==> config.mk <==
export PLATFORM = sky130hd
export DESIGN_NAME = nibble_serial_adder_flat
export DESIGN_NICKNAME = d
export VERILOG_FILES = /design/src/rtl/nibble_serial_adder_if.sv /design/src/rtl/nibble_serial_adder.sv /design/src/flat_wrapper.sv
export SDC_FILE = /design/constraint.sdc
export NUM_CORES = 1
export LEC_CHECK = 0
export ABC_AREA = 1
export BUFFER_PORTS_ARGS = -buffer_cell sky130_fd_sc_hd__buf_2
export CAP_MARGIN = 20
export CORE_ASPECT_RATIO = 0.6
export CORE_MARGIN = 2
export CORE_UTILIZATION = 51
export CTS_CLUSTER_SIZE = 10
export DETAILED_ROUTE_END_ITERATION = 8
export PLACE_DENSITY = 0.74
export SLEW_MARGIN = 20
export SYNTH_ARGS = -nofsm -noshare
export SYNTH_HDL_FRONTEND = slang
export SYNTH_SLANG_ARGS = --single-unit
==> constraint.sdc <==
create_clock -name clk -period 2.4 [get_ports clk]
set_input_delay 0.12 -clock clk [delete_from_list [all_inputs] [get_ports clk]]
set_output_delay 0.12 -clock clk [all_outputs]
set_load 0.1 [all_outputs]
==> src/rtl/nibble_serial_adder_if.sv <==
// Handshake bundle for nibble_serial_adder: operand request, result response and status.
// The master side drives operands and out_ready; the slave side is the adder.
interface nibble_serial_adder_if #(
   parameter int NIBBLES = 4
);
   localparam int W = 4 * NIBBLES;

   logic         in_valid;
   logic         in_ready;
   logic [W-1:0] a;
   logic [W-1:0] b;
   logic         cin;
   logic         out_valid;
   logic         out_ready;
   logic [W-1:0] sum;
   logic         cout;
   logic         ovf;
   logic         busy;

   modport master (
      output in_valid, a, b, cin, out_ready,
      input  in_ready, out_valid, sum, cout, ovf, busy
   );

   modport slave (
      input  in_valid, a, b, cin, out_ready,
      output in_ready, out_valid, sum, cout, ovf, busy
   );
endinterface

==> src/rtl/nibble_serial_adder.sv <==
// Multi-cycle W-bit adder: one 4-bit carry-lookahead slice reused LSB nibble first,
// with the ripple carry registered between nibbles and a valid/ready result port.
module carry_lookahead_adder (
   input  logic [3:0] a,
   input  logic [3:0] b,
   input  logic       cin,
   output logic [3:0] sum,
   output logic       cout
);
   logic [3:0] g;
   logic [3:0] p;
   logic [4:0] c;

   always_comb begin
      g    = a & b;
      p    = a ^ b;
      c[0] = cin;
      c[1] = g[0] | (p[0] & cin);
      c[2] = g[1] | (p[1] & g[0]) | (p[1] & p[0] & cin);
      c[3] = g[2] | (p[2] & g[1]) | (p[2] & p[1] & g[0]) | (p[2] & p[1] & p[0] & cin);
      c[4] = g[3] | (p[3] & g[2]) | (p[3] & p[2] & g[1]) | (p[3] & p[2] & p[1] & g[0])
           | (p[3] & p[2] & p[1] & p[0] & cin);
      sum  = p ^ c[3:0];
      cout = c[4];
   end
endmodule

module nibble_serial_adder #(
   parameter int NIBBLES = 4
) (
   input logic                  clk,
   input logic                  rst,
   nibble_serial_adder_if.slave bus
);
   localparam int W  = 4 * NIBBLES;
   localparam int IW = (NIBBLES > 1) ? $clog2(NIBBLES) : 1;

   typedef enum logic [1:0] {
      ST_IDLE = 2'd0,
      ST_ADD  = 2'd1,
      ST_DONE = 2'd2
   } state_t;

   state_t        state_q, state_d;
   logic [W-1:0]  a_sh_q, a_sh_d;
   logic [W-1:0]  b_sh_q, b_sh_d;
   logic [W-1:0]  sum_sh_q, sum_sh_d;
   logic          carry_q, carry_d;
   logic          a_msb_q, a_msb_d;
   logic          b_msb_q, b_msb_d;
   logic [IW-1:0] idx_q, idx_d;
   logic [W-1:0]  sum_q, sum_d;
   logic          cout_q, cout_d;
   logic          ovf_q, ovf_d;

   logic [3:0]    cla_sum;
   logic          cla_cout;
   logic [W+3:0]  sum_cat;

   carry_lookahead_adder u_cla (
      .a    (a_sh_q[3:0]),
      .b    (b_sh_q[3:0]),
      .cin  (carry_q),
      .sum  (cla_sum),
      .cout (cla_cout)
   );

   // Concatenate then drop the low nibble so the shift also works when W == 4.
   assign sum_cat = {cla_sum, sum_sh_q};

   always_comb begin
      state_d  = state_q;
      a_sh_d   = a_sh_q;
      b_sh_d   = b_sh_q;
      sum_sh_d = sum_sh_q;
      carry_d  = carry_q;
      a_msb_d  = a_msb_q;
      b_msb_d  = b_msb_q;
      idx_d    = idx_q;
      sum_d    = sum_q;
      cout_d   = cout_q;
      ovf_d    = ovf_q;
      case (state_q)
         ST_IDLE: begin
            if (bus.in_valid) begin
               a_sh_d   = bus.a;
               b_sh_d   = bus.b;
               sum_sh_d = '0;
               carry_d  = bus.cin;
               a_msb_d  = bus.a[W-1];
               b_msb_d  = bus.b[W-1];
               idx_d    = '0;
               state_d  = ST_ADD;
            end
         end
         ST_ADD: begin
            sum_sh_d = sum_cat[W+3:4];
            a_sh_d   = a_sh_q >> 4;
            b_sh_d   = b_sh_q >> 4;
            carry_d  = cla_cout;
            idx_d    = idx_q + IW'(1);
            if (idx_q == IW'(NIBBLES - 1)) begin
               sum_d   = sum_cat[W+3:4];
               cout_d  = cla_cout;
               ovf_d   = (a_msb_q == b_msb_q) && (cla_sum[3] != a_msb_q);
               state_d = ST_DONE;
            end
         end
         ST_DONE: begin
            if (bus.out_ready) state_d = ST_IDLE;
         end
         default: state_d = ST_IDLE;
      endcase
   end

   always_ff @(posedge clk or posedge rst) begin
      if (rst) begin
         state_q  <= ST_IDLE;
         a_sh_q   <= '0;
         b_sh_q   <= '0;
         sum_sh_q <= '0;
         carry_q  <= 1'b0;
         a_msb_q  <= 1'b0;
         b_msb_q  <= 1'b0;
         idx_q    <= '0;
         sum_q    <= '0;
         cout_q   <= 1'b0;
         ovf_q    <= 1'b0;
      end else begin
         state_q  <= state_d;
         a_sh_q   <= a_sh_d;
         b_sh_q   <= b_sh_d;
         sum_sh_q <= sum_sh_d;
         carry_q  <= carry_d;
         a_msb_q  <= a_msb_d;
         b_msb_q  <= b_msb_d;
         idx_q    <= idx_d;
         sum_q    <= sum_d;
         cout_q   <= cout_d;
         ovf_q    <= ovf_d;
      end
   end

   assign bus.in_ready  = (state_q == ST_IDLE);
   assign bus.out_valid = (state_q == ST_DONE);
   assign bus.busy      = (state_q != ST_IDLE);
   assign bus.sum       = sum_q;
   assign bus.cout      = cout_q;
   assign bus.ovf       = ovf_q;
endmodule

==> src/flat_wrapper.sv <==
// flat-port wrapper written by rule: the top's interface ports become plain ports
module nibble_serial_adder_flat 
#(
   parameter int NIBBLES = 4
)
  (clk, rst, bus_in_valid, bus_a, bus_b, bus_cin, bus_out_ready, bus_in_ready, bus_out_valid, bus_sum, bus_cout, bus_ovf, bus_busy);
  nibble_serial_adder_if #(.NIBBLES(NIBBLES)) bus_i ();
  input logic clk;
  input logic rst;
  input wire logic [$bits(bus_i.in_valid)-1:0] bus_in_valid;
  input wire logic [$bits(bus_i.a)-1:0] bus_a;
  input wire logic [$bits(bus_i.b)-1:0] bus_b;
  input wire logic [$bits(bus_i.cin)-1:0] bus_cin;
  input wire logic [$bits(bus_i.out_ready)-1:0] bus_out_ready;
  output wire logic [$bits(bus_i.in_ready)-1:0] bus_in_ready;
  output wire logic [$bits(bus_i.out_valid)-1:0] bus_out_valid;
  output wire logic [$bits(bus_i.sum)-1:0] bus_sum;
  output wire logic [$bits(bus_i.cout)-1:0] bus_cout;
  output wire logic [$bits(bus_i.ovf)-1:0] bus_ovf;
  output wire logic [$bits(bus_i.busy)-1:0] bus_busy;
  assign bus_i.in_valid = bus_in_valid;
  assign bus_i.a = bus_a;
  assign bus_i.b = bus_b;
  assign bus_i.cin = bus_cin;
  assign bus_i.out_ready = bus_out_ready;
  assign bus_in_ready = bus_i.in_ready;
  assign bus_out_valid = bus_i.out_valid;
  assign bus_sum = bus_i.sum;
  assign bus_cout = bus_i.cout;
  assign bus_ovf = bus_i.ovf;
  assign bus_busy = bus_i.busy;
  nibble_serial_adder #(.NIBBLES(NIBBLES)) u_core (.clk(clk), .rst(rst), .bus(bus_i));
endmodule
### After elaboration in Yosys (flattened, before gate mapping)

Index checks and enable logic that the tools add are counted.

| storage, ports and cells | value |
|---|---|
| bits in registers | 73 |
| input port bits | 37 |
| output and inout port bits | 21 |
| logic and storage cells | 71 |

| operators by class | value |
|---|---|
| add/subtract/negate cells | 1 |
| equal/unequal tests | 8 |
| mux-type cells | 14 |
| bitwise logic cells | 29 |
| reductions and logical operators | 8 |

Operators by type and width:

| kind | number |
|---|---|
| case mux 16 bit (2 select lines) | 3 |
| two-way mux 16 bit | 3 |
| AND 1 bit | 16 |
| OR 1 bit | 10 |
| two-way mux 2 bit | 4 |
| bitwise XOR 4 bit | 2 |
| case mux 2 bit (3 select lines) | 1 |
| AND reduction 2 bit | 3 |
| AND 4 bit | 1 |
| equality test 2 bit (second input constant) | 2 |
| inequality test 2 bit (second input constant) | 2 |
| case mux 2 bit (2 select lines) | 1 |
| nonzero test 2 bit | 2 |
| AND reduction 3 bit | 1 |
| adder 2 x 1 -> 2 bit (second input constant) | 1 |
| equality test 2 x 1 -> 1 bit (second input constant) | 1 |
| logical NOT 2 bit | 1 |
| inequality test 2 x 1 -> 1 bit (second input constant) | 1 |
| case mux 1 bit (2 select lines) | 1 |
| equality test 1 bit | 1 |
| logical AND 1 bit | 1 |
| two-way mux 1 bit | 1 |
| inequality test 1 bit | 1 |

### Logic depth before layout (Yosys ltp)

| depth | value |
|---|---|
| depth after elaboration | 8 |
| depth in mapped cells | 10 |
| depth with buffers taken out | 10 |

### By module

A second synthesis with hierarchy kept.

| second synthesis, totals | value |
|---|---|
| cell total of the unflattened synthesis | 400 |
| area total of the unflattened synthesis | 3,173.0 um^2 |

Modules (own cells, without submodules):

| module | instances | cells an instance | area each (um^2) | seq. area each (um^2) |
|---|---|---|---|---|
| nibble_serial_adder | 1 | 369 | 2,984.1 | 1,726.7 |
| carry_lookahead_adder | 1 | 31 | 188.9 | 0.0 |

### Least setup slack after synthesis

OpenSTA, ideal clock, no wires.

| timing path | value |
|---|---|
| path type | register -> output |
| start | register u_core.state_q[1] |
| end | output port bus_out_valid |
| arrival time | 1.707 ns |
| data required time | 2.280 ns |
| slack | 0.573 ns |
| cell stages (with the launch flop) | 3 |
| path through | dfrtp_1 > inv_2 > nor2_1 |

| on the way | value |
|---|---|
| longest elaborated chain between the ends | 1 |

Ends and longest elaborated chain:

| what | line | text |
|---|---|---|
| start: declaration | nibble_serial_adder.sv:44 | `state_t state_q, state_d;` |
| start signal: assignment | nibble_serial_adder.sv:130 | `state_q <= state_d;` |
| equality test 2 bit | nibble_serial_adder.sv:145 | `assign bus.out_valid = (state_q == ST_DONE);` |
| end: declaration | flat_wrapper.sv:16 | `output wire logic [$bits(bus_i.out_valid)-1:0] bus_out_valid;` |

No other way between the ends.

### Worst setup path after layout

| timing path | value |
|---|---|
| start | register u_core.b_sh_q[2] |
| end | register u_core.carry_q |

| on the way | value |
|---|---|
| longest elaborated chain between the ends | 7 |
| elaborated cells between the ends (all ways) | 14 |
| classes of those cells | 1 x mux; 13 x bitwise |

Ends and longest elaborated chain:

| what | line | text |
|---|---|---|
| start: declaration | nibble_serial_adder.sv:46 | `logic [W-1:0] b_sh_q, b_sh_d;` |
| start signal: assignment | nibble_serial_adder.sv:132 | `b_sh_q <= b_sh_d;` |
| AND 4 bit or bitwise XOR 4 bit (tied branches) | nibble_serial_adder.sv:15, nibble_serial_adder.sv:16 |  |
| AND 1 bit (on tied branches) | nibble_serial_adder.sv:21, nibble_serial_adder.sv:22 |  |
| OR 1 bit (tied with other cells) (2 in series) | nibble_serial_adder.sv:21 | `c[4] = g[3] \| (p[3] & g[2]) \| (p[3] & p[2] & g[1]) \| (p[3] & p[2] & p[1] & g[0])` |
| OR 1 bit or AND 1 bit (tied branches) | nibble_serial_adder.sv:21, nibble_serial_adder.sv:22 |  |
| OR 1 bit * | nibble_serial_adder.sv:22 | `\| (p[3] & p[2] & p[1] & p[0] & cin);` |
| case mux 1 bit (2 select lines) * | nibble_serial_adder.sv:83 | `case (state_q)` |
| end signal: assignment | nibble_serial_adder.sv:134 | `carry_q <= carry_d;` |
| end: declaration | nibble_serial_adder.sv:48 | `logic carry_q, carry_d;` |

Every way passes the cells marked *; elsewhere a longest branch is shown, timed or not.
A chain may end at the register's enable or synchronous reset.

==> results_dict.tcl <==
set metrics [dict create \
    synthMuxAreaShare 0 \
    cts_tree "built" \
    antenna_cells 0 \
    antenna_found_initial 0 \
    synth_top_cell_by_area "dfrtp_1" \
    final_area_um2 3651 \
    clkTransAtPathRegs_ns 0.08 \
    cts_setup_buffers 0 \
    synth-seq-area-share 0.5560 \
    finClkSkew_ns 0.01238 \
    cts_buffers 9 \
    holdBufCountCts 6 \
    synth_seq_cells 69 \
    synthSimpleGateAreaFrac 0.2039 \
    ant_nets 0 \
    clkLatencyLatePin_ns 0.35 \
    synth_largest_type_area_fraction 0.5560 \
    drive_gt1_frac 0.2176 \
    drv_cap 0 \
    via_per_inst 4.973 \
    critPathRequiredTime_ns 2.63 \
    initial_core_util 0.5422 \
    grtUsageTotal 0.2151 \
    syn_area_um2 3105 \
    layout_common_cells "nand2_1 (108), dfrtp_1 (69), buf_2 (57), inv_1 (36), o21ai_1 (24)" \
    synth_nets 386 \
    cts-resized-gates 0 \
    fin_nets 447 \
    grt_pass1_vias 2299 \
    synth_top_family_by_area "simple AND/OR/NAND/NOR gates" \
    final_max_slew_viol_count 0 \
    areaGrowthSynthToFinish_pct 17.57 \
    start_kind "flip-flop" \
    fmax_mhz 608.0 \
    timing_hold_violations_final 0 \
    portBuffers 57 \
    status "complete, no violations" \
    coreArea_um2 5728 \
    crit_fanout 4 \
    rsz0062_at_grt "no" \
    route.detailed.wl_per_inst_um 13.19 \
    worst_pin_slew_ns 0.8526 \
    drtIter0Drc 125 \
    grt_max_degree 70 \
    io_pins 58 \
    overflow 0 \
    cts_sinks 69 \
    die-height_um 64.45 \
    grt_pass1_wl_mm 11.23 \
    gp_congestion 0.7597 \
    synthXorXnorAreaFrac 0.005641 \
    cts_buffer_depth 2 \
    slew-limit-headroom 0.4316 \
    synthCells 343 \
    final_common_cell "nand2_1" \
    syn_area_per_cell_um2 9.054 \
    die_area_um2 6750 \
    dr.pass1.iters 4 \
    ys_warn_count 0 \
    pre_cts_slack_ns 0.7669 \
    rows 21 \
    worstHoldPathType "in -> reg" \
    fp.dieW_um 104.7 \
    dpl_cell_area_um2 3392 \
    arrival_ns 1.87 \
    crit_type "reg -> reg" \
    vias 2432 \
    synthAdderAreaFrac 0.02659 \
    setup_violations 0 \
    synth_compound_area_frac 0.1189 \
    totalWireLength_mm 6.451 \
    cp-end-kind "flip-flop" \
    netlist_top_cells_area "dfrtp_1 (56%), nand2_1 (13%), inv_1 (4.5%)" \
    fin_ws_ns 0.7553 \
    min_period_over_period 0.6853 \
    setup_tns_ns 0 \
    cts-htree-levels 3 \
    drc 0 \
    dp_hpwl_mm 4.269 \
    synthDistinctLibCells 29 \
    period_needed_ns 1.645 \
    root_buffer "clkbuf_8" \
]
routing by layer:
layer / part of all wire / wire (um) / track usage / vias to the layer above
met5: 0 / 0 / 0 / -
met4: 0.0079 / 51 / 0.06500 / 0
met3: 0.052 / 334 / 0.06942 / 6
met2: 0.43 / 2778 / 0.3011 / 56
met1: 0.51 / 3288 / 0.3189 / 1141
li1: - / - / - / 1229
area by class of cell:
type                       instances  area, um2
fill                             491       2077
sequential                        69       1727
multi-input combinational        217       1102
timing repair buffer              65      360.3
inverter                          42      162.7
clock buffer                       9      123.9
tap                               80      100.1
clock inverter                     7      75.07
path summary, 6_finish.rpt:
check                           slack [ns]               start  cells after the start                  to
max in group asynchronous             1.82                 rst                      3    u_core.a_sh_q[1]
min in group asynchronous             0.02                 rst                      3   u_core.state_q[0]
worst min-delay path                  0.01           bus_a[15]                      3      u_core.a_msb_q
worst min register to register        0.48  u_core.bus.sum[14]                      2  u_core.bus.sum[14]
worst max-delay path                  0.76    u_core.b_sh_q[2]                      8      u_core.carry_q
worst max register to register        0.76    u_core.b_sh_q[2]                      8      u_core.carry_q
cells in the mapped netlist:
| cell | n |
|---|---|
| nand2_1 | 108 |
| dfrtp_1 | 69 |
| inv_1 | 37 |
| o21ai_1 | 24 |
| o21ai_0 | 16 |
| nor2_1 | 13 |
| o22ai_1 | 12 |
| nor3_1 | 9 |
| nand3_1 | 8 |
| buf_2 | 7 |
| a211oi_1 | 6 |
| buf_6 | 5 |
| ha_1 | 5 |
| buf_4 | 3 |
| inv_2 | 3 |
| a211oi_2 | 2 |
| inv_4 | 2 |
| nand2_4 | 2 |
| nor2_8 | 2 |
| a22o_1 | 1 |
| fa_1 | 1 |
| nand3b_1 | 1 |
| nand4_1 | 1 |
| nor2_4 | 1 |
| o21a_1 | 1 |
| o31ai_1 | 1 |
| or2_2 | 1 |
| xnor2_1 | 1 |
| xor2_1 | 1 |
cell families (layout without fill, tap and decap cells):
group,count (synthesis),count (layout)
flops,69,69
xor+xnor,2,2
simple gates,146,146
compound gates,63,63
fa+ha+maj,6,6
buf+inv,57,123
worst max-delay path: stages (launching register included):
cell	delay [ns]
dfrtp_1	0.38
ha_1	0.34
or2_2	0.28
nand2_1	0.11
nand2_1	0.08
nand2_1	0.12
nand2_1	0.08
nand2_1	0.07
nand3_1	0.06
stage by stage:
step,utilization,hold WS (ns),std cells
6_report,0.6374,0.01163,489
5_1_grt,0.6374,0.01693,489
4_1_cts,0.6374,0.003502,489
3_5_place_dp,0.5922,0.3262,467
3_3_place_gp,0.5922,0.3159,467
2_1_floorplan,-,0.2157,343
flip-flops by register name, summed over array words and instances, names as in the netlist:
register,cells
u_core.carry_q,1
u_core.a_msb_q,1
u_core.state_q,2
u_core.a_sh_q,16
u_core.bus.cout,1
u_core.idx_q,2
u_core.sum_sh_q,12
u_core.bus.sum,16
u_core.b_msb_q,1
u_core.bus.ovf,1
u_core.b_sh_q,16
Power is left out: the tool's default activity adds up to more than one toggle a clock period on the data nets, which glitch-free logic cannot reach.
